$ cat src/rtl/axi_line_reader_pkg.sv
// axi_line_reader_pkg: FSM states, line geometry and AXI field constants
// shared by the line reader top level and its output register.
package axi_line_reader_pkg;

    typedef enum logic [1:0] {
        IDLE = 2'd0,
        ADDR = 2'd1,
        RESP = 2'd2,
        DONE = 2'd3
    } state_t;

    localparam int unsigned LINE_BYTES = 64;
    localparam int unsigned LINE_BITS  = LINE_BYTES * 8;
    localparam int unsigned LINE_SHIFT = 6;
    localparam int unsigned LINE_AW    = 64 - LINE_SHIFT;

    localparam logic [2:0] ARSIZE_64B = 3'b110;
    localparam logic [1:0] BURST_INCR = 2'b01;
    localparam logic [1:0] RESP_OKAY  = 2'b00;

    // Byte address of a line number plus a fixed offset, wrapping at 2^64.
    function automatic logic [63:0] line_addr(
        input logic [LINE_AW-1:0] line,
        input logic [63:0]        offset
    );
        return {line, 6'b0} + offset;
    endfunction

endpackage

$ cat src/rtl/axi_if.sv
// axi_if: AXI4 bundle with master and slave views.
// Read and write channels; data width set in bytes.
interface axi_if #(
    parameter int WIDTH_IN_BYTES = 64,
    parameter int ADDR_WIDTH     = 64,
    parameter int ID_WIDTH       = 4
);

    logic                        arvalid;
    logic                        arready;
    logic [ADDR_WIDTH-1:0]       araddr;
    logic [7:0]                  arlen;
    logic [2:0]                  arsize;
    logic [1:0]                  arburst;
    logic [ID_WIDTH-1:0]         arid;

    logic                        rvalid;
    logic                        rready;
    logic [8*WIDTH_IN_BYTES-1:0] rdata;
    logic [1:0]                  rresp;
    logic                        rlast;
    logic [ID_WIDTH-1:0]         rid;

    logic                        awvalid;
    logic                        awready;
    logic [ADDR_WIDTH-1:0]       awaddr;
    logic [7:0]                  awlen;
    logic [2:0]                  awsize;
    logic [1:0]                  awburst;
    logic [ID_WIDTH-1:0]         awid;

    logic                        wvalid;
    logic                        wready;
    logic [8*WIDTH_IN_BYTES-1:0] wdata;
    logic [WIDTH_IN_BYTES-1:0]   wstrb;
    logic                        wlast;

    logic                        bvalid;
    logic                        bready;
    logic [1:0]                  bresp;
    logic [ID_WIDTH-1:0]         bid;

    modport master (
        output arvalid, araddr, arlen, arsize, arburst, arid,
        input  arready,
        input  rvalid, rdata, rresp, rlast, rid,
        output rready,
        output awvalid, awaddr, awlen, awsize, awburst, awid,
        input  awready,
        output wvalid, wdata, wstrb, wlast,
        input  wready,
        input  bvalid, bresp, bid,
        output bready
    );

    modport slave (
        input  arvalid, araddr, arlen, arsize, arburst, arid,
        output arready,
        output rvalid, rdata, rresp, rlast, rid,
        input  rready,
        input  awvalid, awaddr, awlen, awsize, awburst, awid,
        output awready,
        input  wvalid, wdata, wstrb, wlast,
        output wready,
        output bvalid, bresp, bid,
        input  bready
    );

endinterface

$ cat src/rtl/axi_line_out_reg.sv
// axi_line_out_reg: one-entry output register for fetched lines.
// A load wins over a same-edge drain and keeps valid set.
module axi_line_out_reg
    import axi_line_reader_pkg::*;
#(
    parameter int unsigned WIDTH = LINE_BITS
) (
    input  logic             clock_i,
    input  logic             reset_i,
    input  logic             load_i,
    input  logic [WIDTH-1:0] data_i,
    input  logic             ready_i,
    output logic             valid_o,
    output logic [WIDTH-1:0] data_o
);

    logic             valid_q;
    logic [WIDTH-1:0] data_q;

    // Capture a beat on load, otherwise drop valid once consumed.
    always_ff @(posedge clock_i or negedge reset_i) begin
        if (!reset_i) begin
            valid_q <= 1'b0;
            data_q  <= '0;
        end else if (load_i) begin
            valid_q <= 1'b1;
            data_q  <= data_i;
        end else if (valid_q && ready_i) begin
            valid_q <= 1'b0;
        end
    end

    assign valid_o = valid_q;
    assign data_o  = data_q;

endmodule

$ cat src/rtl/axi_line_reader.sv
// axi_line_reader: fetches N 64-byte lines with single-beat AXI reads.
// Define AXI_LINE_READER_RRESP_CHECK_EN to abort and flag on bad rresp.
module axi_line_reader
    import axi_line_reader_pkg::*;
#(
    parameter int          LEN_WIDTH      = 16,
    parameter logic [63:0] ADDRESS_OFFSET = 64'd0
) (
    input  logic                 clock_i,
    input  logic                 reset_i,
    input  logic                 start_i,
    input  logic [63:0]          base_addr_i,
    input  logic [LEN_WIDTH-1:0] num_lines_i,
    output logic                 busy_o,
    output logic                 done_o,
    output logic                 error_o,
    output logic [LINE_BITS-1:0] data_o,
    output logic                 data_valid_o,
    input  logic                 data_ready_i,
    axi_if.master                axi_bus
);

    state_t               state_q;
    state_t               state_d;
    logic [LEN_WIDTH-1:0] index_q;
    logic [LEN_WIDTH-1:0] index_nxt;
    logic [LEN_WIDTH-1:0] num_q;
    logic [LINE_AW-1:0]   line_q;
    logic                 accept;
    logic                 load;
    logic                 arvalid;
    logic                 rready;
    logic                 last_beat;
    logic                 resp_err;

    assign index_nxt = index_q + LEN_WIDTH'(1);
    assign last_beat = (index_nxt == num_q);

`ifdef AXI_LINE_READER_RRESP_CHECK_EN
    logic error_q;

    assign resp_err = (axi_bus.rresp != RESP_OKAY);

    // Sticky error flag, cleared when a new command is accepted.
    always_ff @(posedge clock_i or negedge reset_i) begin
        if (!reset_i) begin
            error_q <= 1'b0;
        end else if (accept) begin
            error_q <= 1'b0;
        end else if (load && resp_err) begin
            error_q <= 1'b1;
        end
    end

    assign error_o = error_q;
`else
    assign resp_err = 1'b0;
    assign error_o  = 1'b0;
`endif

    // State register.
    always_ff @(posedge clock_i or negedge reset_i) begin
        if (!reset_i) begin
            state_q <= IDLE;
        end else begin
            state_q <= state_d;
        end
    end

    // Next state and per-state handshake strobes.
    always_comb begin
        state_d = state_q;
        accept  = 1'b0;
        load    = 1'b0;
        arvalid = 1'b0;
        rready  = 1'b0;
        done_o  = 1'b0;
        unique case (state_q)
            IDLE: begin
                if (start_i) begin
                    accept  = 1'b1;
                    state_d = (num_lines_i == '0) ? DONE : ADDR;
                end
            end
            ADDR: begin
                arvalid = 1'b1;
                if (axi_bus.arready) begin
                    state_d = RESP;
                end
            end
            RESP: begin
                rready = ~data_valid_o | data_ready_i;
                if (axi_bus.rvalid && rready) begin
                    load    = 1'b1;
                    state_d = (last_beat || resp_err) ? DONE : ADDR;
                end
            end
            DONE: begin
                done_o  = 1'b1;
                state_d = IDLE;
            end
            default: begin
                state_d = IDLE;
            end
        endcase
    end

    // Command latch and line index; araddr is derived from these only.
    always_ff @(posedge clock_i or negedge reset_i) begin
        if (!reset_i) begin
            index_q <= '0;
            num_q   <= '0;
            line_q  <= '0;
        end else if (accept) begin
            index_q <= '0;
            num_q   <= num_lines_i;
            line_q  <= base_addr_i[63:LINE_SHIFT];
        end else if (load) begin
            index_q <= index_nxt;
        end
    end

    assign busy_o = (state_q != IDLE);

    assign axi_bus.arvalid = arvalid;
    assign axi_bus.araddr  = line_addr(line_q + LINE_AW'(index_q), ADDRESS_OFFSET);
    assign axi_bus.arlen   = 8'd0;
    assign axi_bus.arsize  = ARSIZE_64B;
    assign axi_bus.arburst = BURST_INCR;
    assign axi_bus.arid    = '0;
    assign axi_bus.rready  = rready;

    assign axi_bus.awvalid = 1'b0;
    assign axi_bus.awaddr  = '0;
    assign axi_bus.awlen   = 8'd0;
    assign axi_bus.awsize  = ARSIZE_64B;
    assign axi_bus.awburst = BURST_INCR;
    assign axi_bus.awid    = '0;
    assign axi_bus.wvalid  = 1'b0;
    assign axi_bus.wdata   = '0;
    assign axi_bus.wstrb   = '0;
    assign axi_bus.wlast   = 1'b0;
    assign axi_bus.bready  = 1'b1;

    logic unused_ok;
    assign unused_ok = ^{base_addr_i[LINE_SHIFT-1:0], axi_bus.rresp,
                         axi_bus.rlast, axi_bus.rid, axi_bus.awready,
                         axi_bus.wready, axi_bus.bvalid, axi_bus.bresp,
                         axi_bus.bid};

    axi_line_out_reg #(
        .WIDTH (LINE_BITS)
    ) u_out_reg (
        .clock_i (clock_i),
        .reset_i (reset_i),
        .load_i  (load),
        .data_i  (axi_bus.rdata),
        .ready_i (data_ready_i),
        .valid_o (data_valid_o),
        .data_o  (data_o)
    );

endmodule
$ cat src/flat_wrapper.sv
// flat-port wrapper written by rule: the top's interface ports become plain ports
module axi_line_reader_flat import axi_line_reader_pkg::*;
#(
    parameter int          LEN_WIDTH      = 16,
    parameter logic [63:0] ADDRESS_OFFSET = 64'd0
)
  (clock_i, reset_i, start_i, base_addr_i, num_lines_i, busy_o, done_o, error_o, data_o, data_valid_o, data_ready_i, axi_bus_arvalid, axi_bus_araddr, axi_bus_arlen, axi_bus_arsize, axi_bus_arburst, axi_bus_arid, axi_bus_arready, axi_bus_rvalid, axi_bus_rdata, axi_bus_rresp, axi_bus_rlast, axi_bus_rid, axi_bus_rready, axi_bus_awvalid, axi_bus_awaddr, axi_bus_awlen, axi_bus_awsize, axi_bus_awburst, axi_bus_awid, axi_bus_awready, axi_bus_wvalid, axi_bus_wdata, axi_bus_wstrb, axi_bus_wlast, axi_bus_wready, axi_bus_bvalid, axi_bus_bresp, axi_bus_bid, axi_bus_bready);
  axi_if axi_bus_i ();
  input  logic clock_i;
  input  logic reset_i;
  input  logic start_i;
  input  logic [63:0] base_addr_i;
  input  logic [LEN_WIDTH-1:0] num_lines_i;
  output logic busy_o;
  output logic done_o;
  output logic error_o;
  output logic [LINE_BITS-1:0] data_o;
  output logic data_valid_o;
  input  logic data_ready_i;
  output wire logic [$bits(axi_bus_i.arvalid)-1:0] axi_bus_arvalid;
  output wire logic [$bits(axi_bus_i.araddr)-1:0] axi_bus_araddr;
  output wire logic [$bits(axi_bus_i.arlen)-1:0] axi_bus_arlen;
  output wire logic [$bits(axi_bus_i.arsize)-1:0] axi_bus_arsize;
  output wire logic [$bits(axi_bus_i.arburst)-1:0] axi_bus_arburst;
  output wire logic [$bits(axi_bus_i.arid)-1:0] axi_bus_arid;
  input wire logic [$bits(axi_bus_i.arready)-1:0] axi_bus_arready;
  input wire logic [$bits(axi_bus_i.rvalid)-1:0] axi_bus_rvalid;
  input wire logic [$bits(axi_bus_i.rdata)-1:0] axi_bus_rdata;
  input wire logic [$bits(axi_bus_i.rresp)-1:0] axi_bus_rresp;
  input wire logic [$bits(axi_bus_i.rlast)-1:0] axi_bus_rlast;
  input wire logic [$bits(axi_bus_i.rid)-1:0] axi_bus_rid;
  output wire logic [$bits(axi_bus_i.rready)-1:0] axi_bus_rready;
  output wire logic [$bits(axi_bus_i.awvalid)-1:0] axi_bus_awvalid;
  output wire logic [$bits(axi_bus_i.awaddr)-1:0] axi_bus_awaddr;
  output wire logic [$bits(axi_bus_i.awlen)-1:0] axi_bus_awlen;
  output wire logic [$bits(axi_bus_i.awsize)-1:0] axi_bus_awsize;
  output wire logic [$bits(axi_bus_i.awburst)-1:0] axi_bus_awburst;
  output wire logic [$bits(axi_bus_i.awid)-1:0] axi_bus_awid;
  input wire logic [$bits(axi_bus_i.awready)-1:0] axi_bus_awready;
  output wire logic [$bits(axi_bus_i.wvalid)-1:0] axi_bus_wvalid;
  output wire logic [$bits(axi_bus_i.wdata)-1:0] axi_bus_wdata;
  output wire logic [$bits(axi_bus_i.wstrb)-1:0] axi_bus_wstrb;
  output wire logic [$bits(axi_bus_i.wlast)-1:0] axi_bus_wlast;
  input wire logic [$bits(axi_bus_i.wready)-1:0] axi_bus_wready;
  input wire logic [$bits(axi_bus_i.bvalid)-1:0] axi_bus_bvalid;
  input wire logic [$bits(axi_bus_i.bresp)-1:0] axi_bus_bresp;
  input wire logic [$bits(axi_bus_i.bid)-1:0] axi_bus_bid;
  output wire logic [$bits(axi_bus_i.bready)-1:0] axi_bus_bready;
  assign axi_bus_arvalid = axi_bus_i.arvalid;
  assign axi_bus_araddr = axi_bus_i.araddr;
  assign axi_bus_arlen = axi_bus_i.arlen;
  assign axi_bus_arsize = axi_bus_i.arsize;
  assign axi_bus_arburst = axi_bus_i.arburst;
  assign axi_bus_arid = axi_bus_i.arid;
  assign axi_bus_i.arready = axi_bus_arready;
  assign axi_bus_i.rvalid = axi_bus_rvalid;
  assign axi_bus_i.rdata = axi_bus_rdata;
  assign axi_bus_i.rresp = axi_bus_rresp;
  assign axi_bus_i.rlast = axi_bus_rlast;
  assign axi_bus_i.rid = axi_bus_rid;
  assign axi_bus_rready = axi_bus_i.rready;
  assign axi_bus_awvalid = axi_bus_i.awvalid;
  assign axi_bus_awaddr = axi_bus_i.awaddr;
  assign axi_bus_awlen = axi_bus_i.awlen;
  assign axi_bus_awsize = axi_bus_i.awsize;
  assign axi_bus_awburst = axi_bus_i.awburst;
  assign axi_bus_awid = axi_bus_i.awid;
  assign axi_bus_i.awready = axi_bus_awready;
  assign axi_bus_wvalid = axi_bus_i.wvalid;
  assign axi_bus_wdata = axi_bus_i.wdata;
  assign axi_bus_wstrb = axi_bus_i.wstrb;
  assign axi_bus_wlast = axi_bus_i.wlast;
  assign axi_bus_i.wready = axi_bus_wready;
  assign axi_bus_i.bvalid = axi_bus_bvalid;
  assign axi_bus_i.bresp = axi_bus_bresp;
  assign axi_bus_i.bid = axi_bus_bid;
  assign axi_bus_bready = axi_bus_i.bready;
  axi_line_reader #(.LEN_WIDTH(LEN_WIDTH), .ADDRESS_OFFSET(ADDRESS_OFFSET)) u_core (.clock_i(clock_i), .reset_i(reset_i), .start_i(start_i), .base_addr_i(base_addr_i), .num_lines_i(num_lines_i), .busy_o(busy_o), .done_o(done_o), .error_o(error_o), .data_o(data_o), .data_valid_o(data_valid_o), .data_ready_i(data_ready_i), .axi_bus(axi_bus_i));
endmodule
$ cat config.mk
export PLATFORM = sky130hd
export DESIGN_NAME = axi_line_reader_flat
export DESIGN_NICKNAME = d
export VERILOG_FILES = /design/src/rtl/axi_line_reader_pkg.sv /design/src/rtl/axi_if.sv /design/src/rtl/axi_line_out_reg.sv /design/src/rtl/axi_line_reader.sv /design/src/flat_wrapper.sv
export SDC_FILE = /design/constraint.sdc
export NUM_CORES = 1
export LEC_CHECK = 0
export CAP_MARGIN = 5
export CELL_PAD_IN_SITES_DETAIL_PLACEMENT = 1
export CELL_PAD_IN_SITES_GLOBAL_PLACEMENT = 2
export CORE_AREA = 5 5 732 734
export DETAILED_ROUTE_END_ITERATION = 12
export DIE_AREA = 0 0 737 739
export PLACE_DENSITY = 0.37
export SYNTH_ARGS = -nofsm -noshare
export SYNTH_HDL_FRONTEND = slang
export SYNTH_SLANG_ARGS = --single-unit
export TNS_END_PERCENT = 5
$ cat constraint.sdc
create_clock -name clock_i -period 6.1 [get_ports clock_i]
set_input_delay 0.61 -clock clock_i [delete_from_list [all_inputs] [get_ports clock_i]]
set_output_delay 0.61 -clock clock_i [all_outputs]
set_load 0.02 [all_outputs]
==> results.toml <==
[run_status]
status = "finished, final reports clean"

[grt]
met3_usage_pct = 6.79
overflow = 0
gr-usage-met2_pct = 15.4
grt_max_degree = 124
grt_pass1_vias = 28500
antenna_found_initial = 130
met1_usage_pct = 10.5
grt_pass1_wl_mm = 341
top_usage_layer = "met2"
grt_use_total_pct = 9.66

[detailed_routing]
num_vias = 26600
vias_per_cell = 2.26
drtIter0Drc = 908
drc = 0
wire_per_inst_um = 23.4
drt_pass1_iterations = 5
drtAntennaViolNets = 0
drt-total-wl_mm = 274

[clock_network]
htreeDepth = 3
cts-buffers-inserted = 101
clk_latency_ns = 0.83
cts_sinks = 605
ctsLongestPathBuffers = 4
cts_tree = "yes"
cts_root_buffer = "clkbuf_16"
clkSlewWorstSetupHoldPaths_ns = 0.06

[placed_design]
post-place-ws_ns = 1.26
dp_hpwl_mm = 237
gp_congestion = 0.893
io_buffers = 1166

[die]
io_pins = 1874
die_x_um = 737
dieHeight_um = 739
core_area_um2 = 528000
row_count = 267
dieArea_um2 = 545000
floorplan.initialDensity_pct = 5.70

[sta]
slew-limit-headroom_pct = 23.1
fin_tns_setup_ns = 0
max_freq_mhz = 181
finalSetupViolations = 0
finalClockSkew_ns = 0.0657
period_needed_ns = 5.52
rsz0062_at_grt = "no"
finalMaxSlewViolations = 0
worst_slack_ns = 0.583
timing.final.crit_share_pct = 90.4
timing.final.hold_violations = 0
worst_slew_pin_slew_ns = 1.15

[synth]
synth_flop_cell = "dfrtp_1"
ys_async_sr_fraction_pct = 100
netlist_top_cells_area = "dfrtp_1 (50%), nand2_1 (20%), buf_4 (17%)"
synth_area_um2 = 30100
yosys.cell_types.count = 57
avgSynthCellArea_um2 = 8.72
yosysTopAreaCellShare_pct = 50.3
syn_inst = 3451
synth_top_area_cell = "dfrtp_1"
synth_seq_area_share_pct = 50.3
yosys_warnings = 0
yosys_register_bits = 605
synth-edff-count = 0

[hold_path]
hold_path.class = "in2reg"
hold_end = "u_core.u_out_reg.data_o[271]"
hold_depth = 3
min-delay-start = "axi_bus_rdata[271]"

[worst_setup_path]
crit_top_cell = "a21oi_1"
arrival_ns = 4.91
cp_slowest_cell = "clkdlybuf4s50_1"
reg2reg_from = "u_core.state_q[1]"
reg2reg_depth = 6
critPathKind = "reg2out"
r2r_end = "u_core.u_out_reg.data_o[413]"
max_stage_delay_ns = 0.66
path_max_fanout = 21
end_kind = "output port"
path_cells = "ha_1, inv_1, fa_1, nand2b_1, a21oi_1, o21bai_1, a21oi_1, a21oi_4, nor4b_1, xor2_1, clkdlybuf4s50_1"
start_kind = "flop"
r2r_setup_slack_ns = 2.99
cp.required_ns = 5.49

[finish]
area_delta_synth_final_pct = 70.8
nFillCells = 62600
layout-drive-gt1-share_pct = 6.27
final_nets = 5267

[power_and_ir_drop]
p_switching_uw = 12000
cellPowerDensity_nw_per_um2 = 501
switching_share_pct = 46.6
total_power_uw = 25700
total_leakage_power_uw = 0.0219
ir_worst_vdd_mv = 0.244
power_frac_seq_pct = 27.5
p_int_uw = 13700
p_comb_share_pct = 49.2
clkPwrFrac_pct = 23.3

[flow_run]
maxCapViolCount = 0
## worst max path at each step
stage,startpoint,cells after the start,slack (ns),endpoint
CTS,u_core.index_q[0],11,0.32,axi_bus_araddr[40]
detailed placement,u_core.index_q[0],11,1.26,axi_bus_araddr[40]
finish,u_core.index_q[0],11,0.58,axi_bus_araddr[32]
floorplan,u_core.index_q[3],9,2.93,axi_bus_araddr[39]
global route,u_core.index_q[3],10,0.24,axi_bus_araddr[45]
global placement,u_core.index_q[0],11,1.20,axi_bus_araddr[40]
## synthesized netlist by cell type (3+ instances only)
cell type / n
o211ai_1: 3
mux2i_1: 3
o21bai_1: 5
nand2_1: 1587
ha_1: 17
xnor2_1: 35
buf_1: 7
nand3_1: 20
o31ai_1: 12
nor4_2: 4
nor3_1: 13
mux2_2: 70
nor4_1: 9
a31oi_1: 3
a21o_1: 9
xor2_1: 39
nor2_1: 35
buf_4: 685
a21oi_1: 29
nand4_1: 16
and4_1: 6
nor2b_1: 4
dfrtp_1: 605
o21ai_0: 34
nor3b_1: 5
a211oi_1: 3
inv_1: 17
nand2b_1: 6
and3_1: 4
and2_1: 4
clkbuf_1: 129
## per-layer routing
metal / part of all wire (%) / routed length (um)
met4: 2.3 / 6250
met1: 38 / 103000
met2: 44 / 122000
met5: 0.13 / 356
met3: 16 / 42500
## repair_timing
action	in CTS	in global routing
endpoints found under the hold margin	36	0
endpoints found under the setup margin	0	0
hold buffers	1	0
buffers inserted	0	0
resized for setup	0	0
## critical path: cells and delay by family, from the launching register on
kind	cells	cell delay (ns)
adder cells (fa/ha/maj)	2	0.65
flip-flops	1	0.50
AO/OA/AOI/OAI	4	1.35
XOR/XNOR	1	0.21
buffers and inverters	2	0.72
AND/OR/NAND/NOR	2	0.68
## cells by family (layout without fill, tap and decap cells)
family                     Yosys count  in the layout  share of synthesized area (%)
AOI/OAI and AO/OA                  110            110                           2.26
xor gates and xnor gates            74             74                           2.15
adders and majority gates           18             18                          0.774
buffers and inverters              841           1412                           19.1
DFF                                605            605                           50.3
muxes                               73             73                           2.72
other                                2            710                         0.0250
and+or+nand+nor                   1728           1728                           22.7
## sequential cells by signal (all words and copies together), names as in the netlist
signal	count
u_core.num_q	16
u_core.u_out_reg.valid_o	1
u_core.line_q	58
u_core.u_out_reg.data_o	512
u_core.index_q	16
u_core.state_q	2
## power by group through the flow
| stage | logic [uW] | clock network, uW | registers, uW |
|---|---|---|---|
| 3_3_place_gp | 13300 | 0 | 7130 |
| 5_1_grt | 13900 | 6500 | 7330 |
| 3_5_place_dp | 13300 | 0 | 7160 |
| 2_1_floorplan | 3480 | 0 | 8590 |
| 4_1_cts | 13300 | 6420 | 7140 |
| 6_report | 12700 | 5990 | 7080 |
## metrics by stage
stage	hold WS (ns)	utilization (%)	instances	instance area, um^2
final	0.306	9.73	11700	51400
after global routing	0.220	9.72	11700	51300
after CTS	0.136	9.72	11700	51300
after detailed placement	0.462	9.10	11500	48000
after global placement	0.457	9.10	11500	48000
after floorplan	0.314	-	4134	32700
## cell type report
type | instances | area [um^2] | area share (%)
antenna | 25 | 62.6 | 0.122
clock buffer | 148 | 2920 | 5.69
clock inverter | 25 | 357 | 0.694
inverter | 17 | 63.8 | 0.124
multi-input combinational | 2688 | 11800 | 23.0
sequential | 605 | 15100 | 29.5
tap | 6994 | 8750 | 17.0
timing repair buffer | 1222 | 12300 | 23.9
## cells in the final DEF (no fill, tap or decap), types with 7 or more instances in the layout
| cell | n |
|---|---|
| nand4_1 | 16 |
| conb_1 | 685 |
| nor4_1 | 9 |
| clkbuf_1 | 25 |
| dfrtp_1 | 605 |
| ha_1 | 17 |
| nand2_1 | 1587 |
| nor3_1 | 13 |
| a21oi_1 | 28 |
| o31ai_1 | 12 |
| bufinv_16 | 7 |
| inv_1 | 17 |
| xor2_1 | 39 |
| buf_4 | 43 |
| buf_12 | 14 |
| clkinv_2 | 13 |
| clkbuf_16 | 101 |
| nand3_1 | 19 |
| diode_2 | 25 |
| nor2_1 | 34 |
| xnor2_1 | 35 |
| o21ai_0 | 34 |
| clkbuf_8 | 22 |
| mux2_2 | 70 |
| a21o_1 | 9 |
| clkdlybuf4s50_1 | 1163 |
Note: power is estimated with default switching activity, not from simulation.
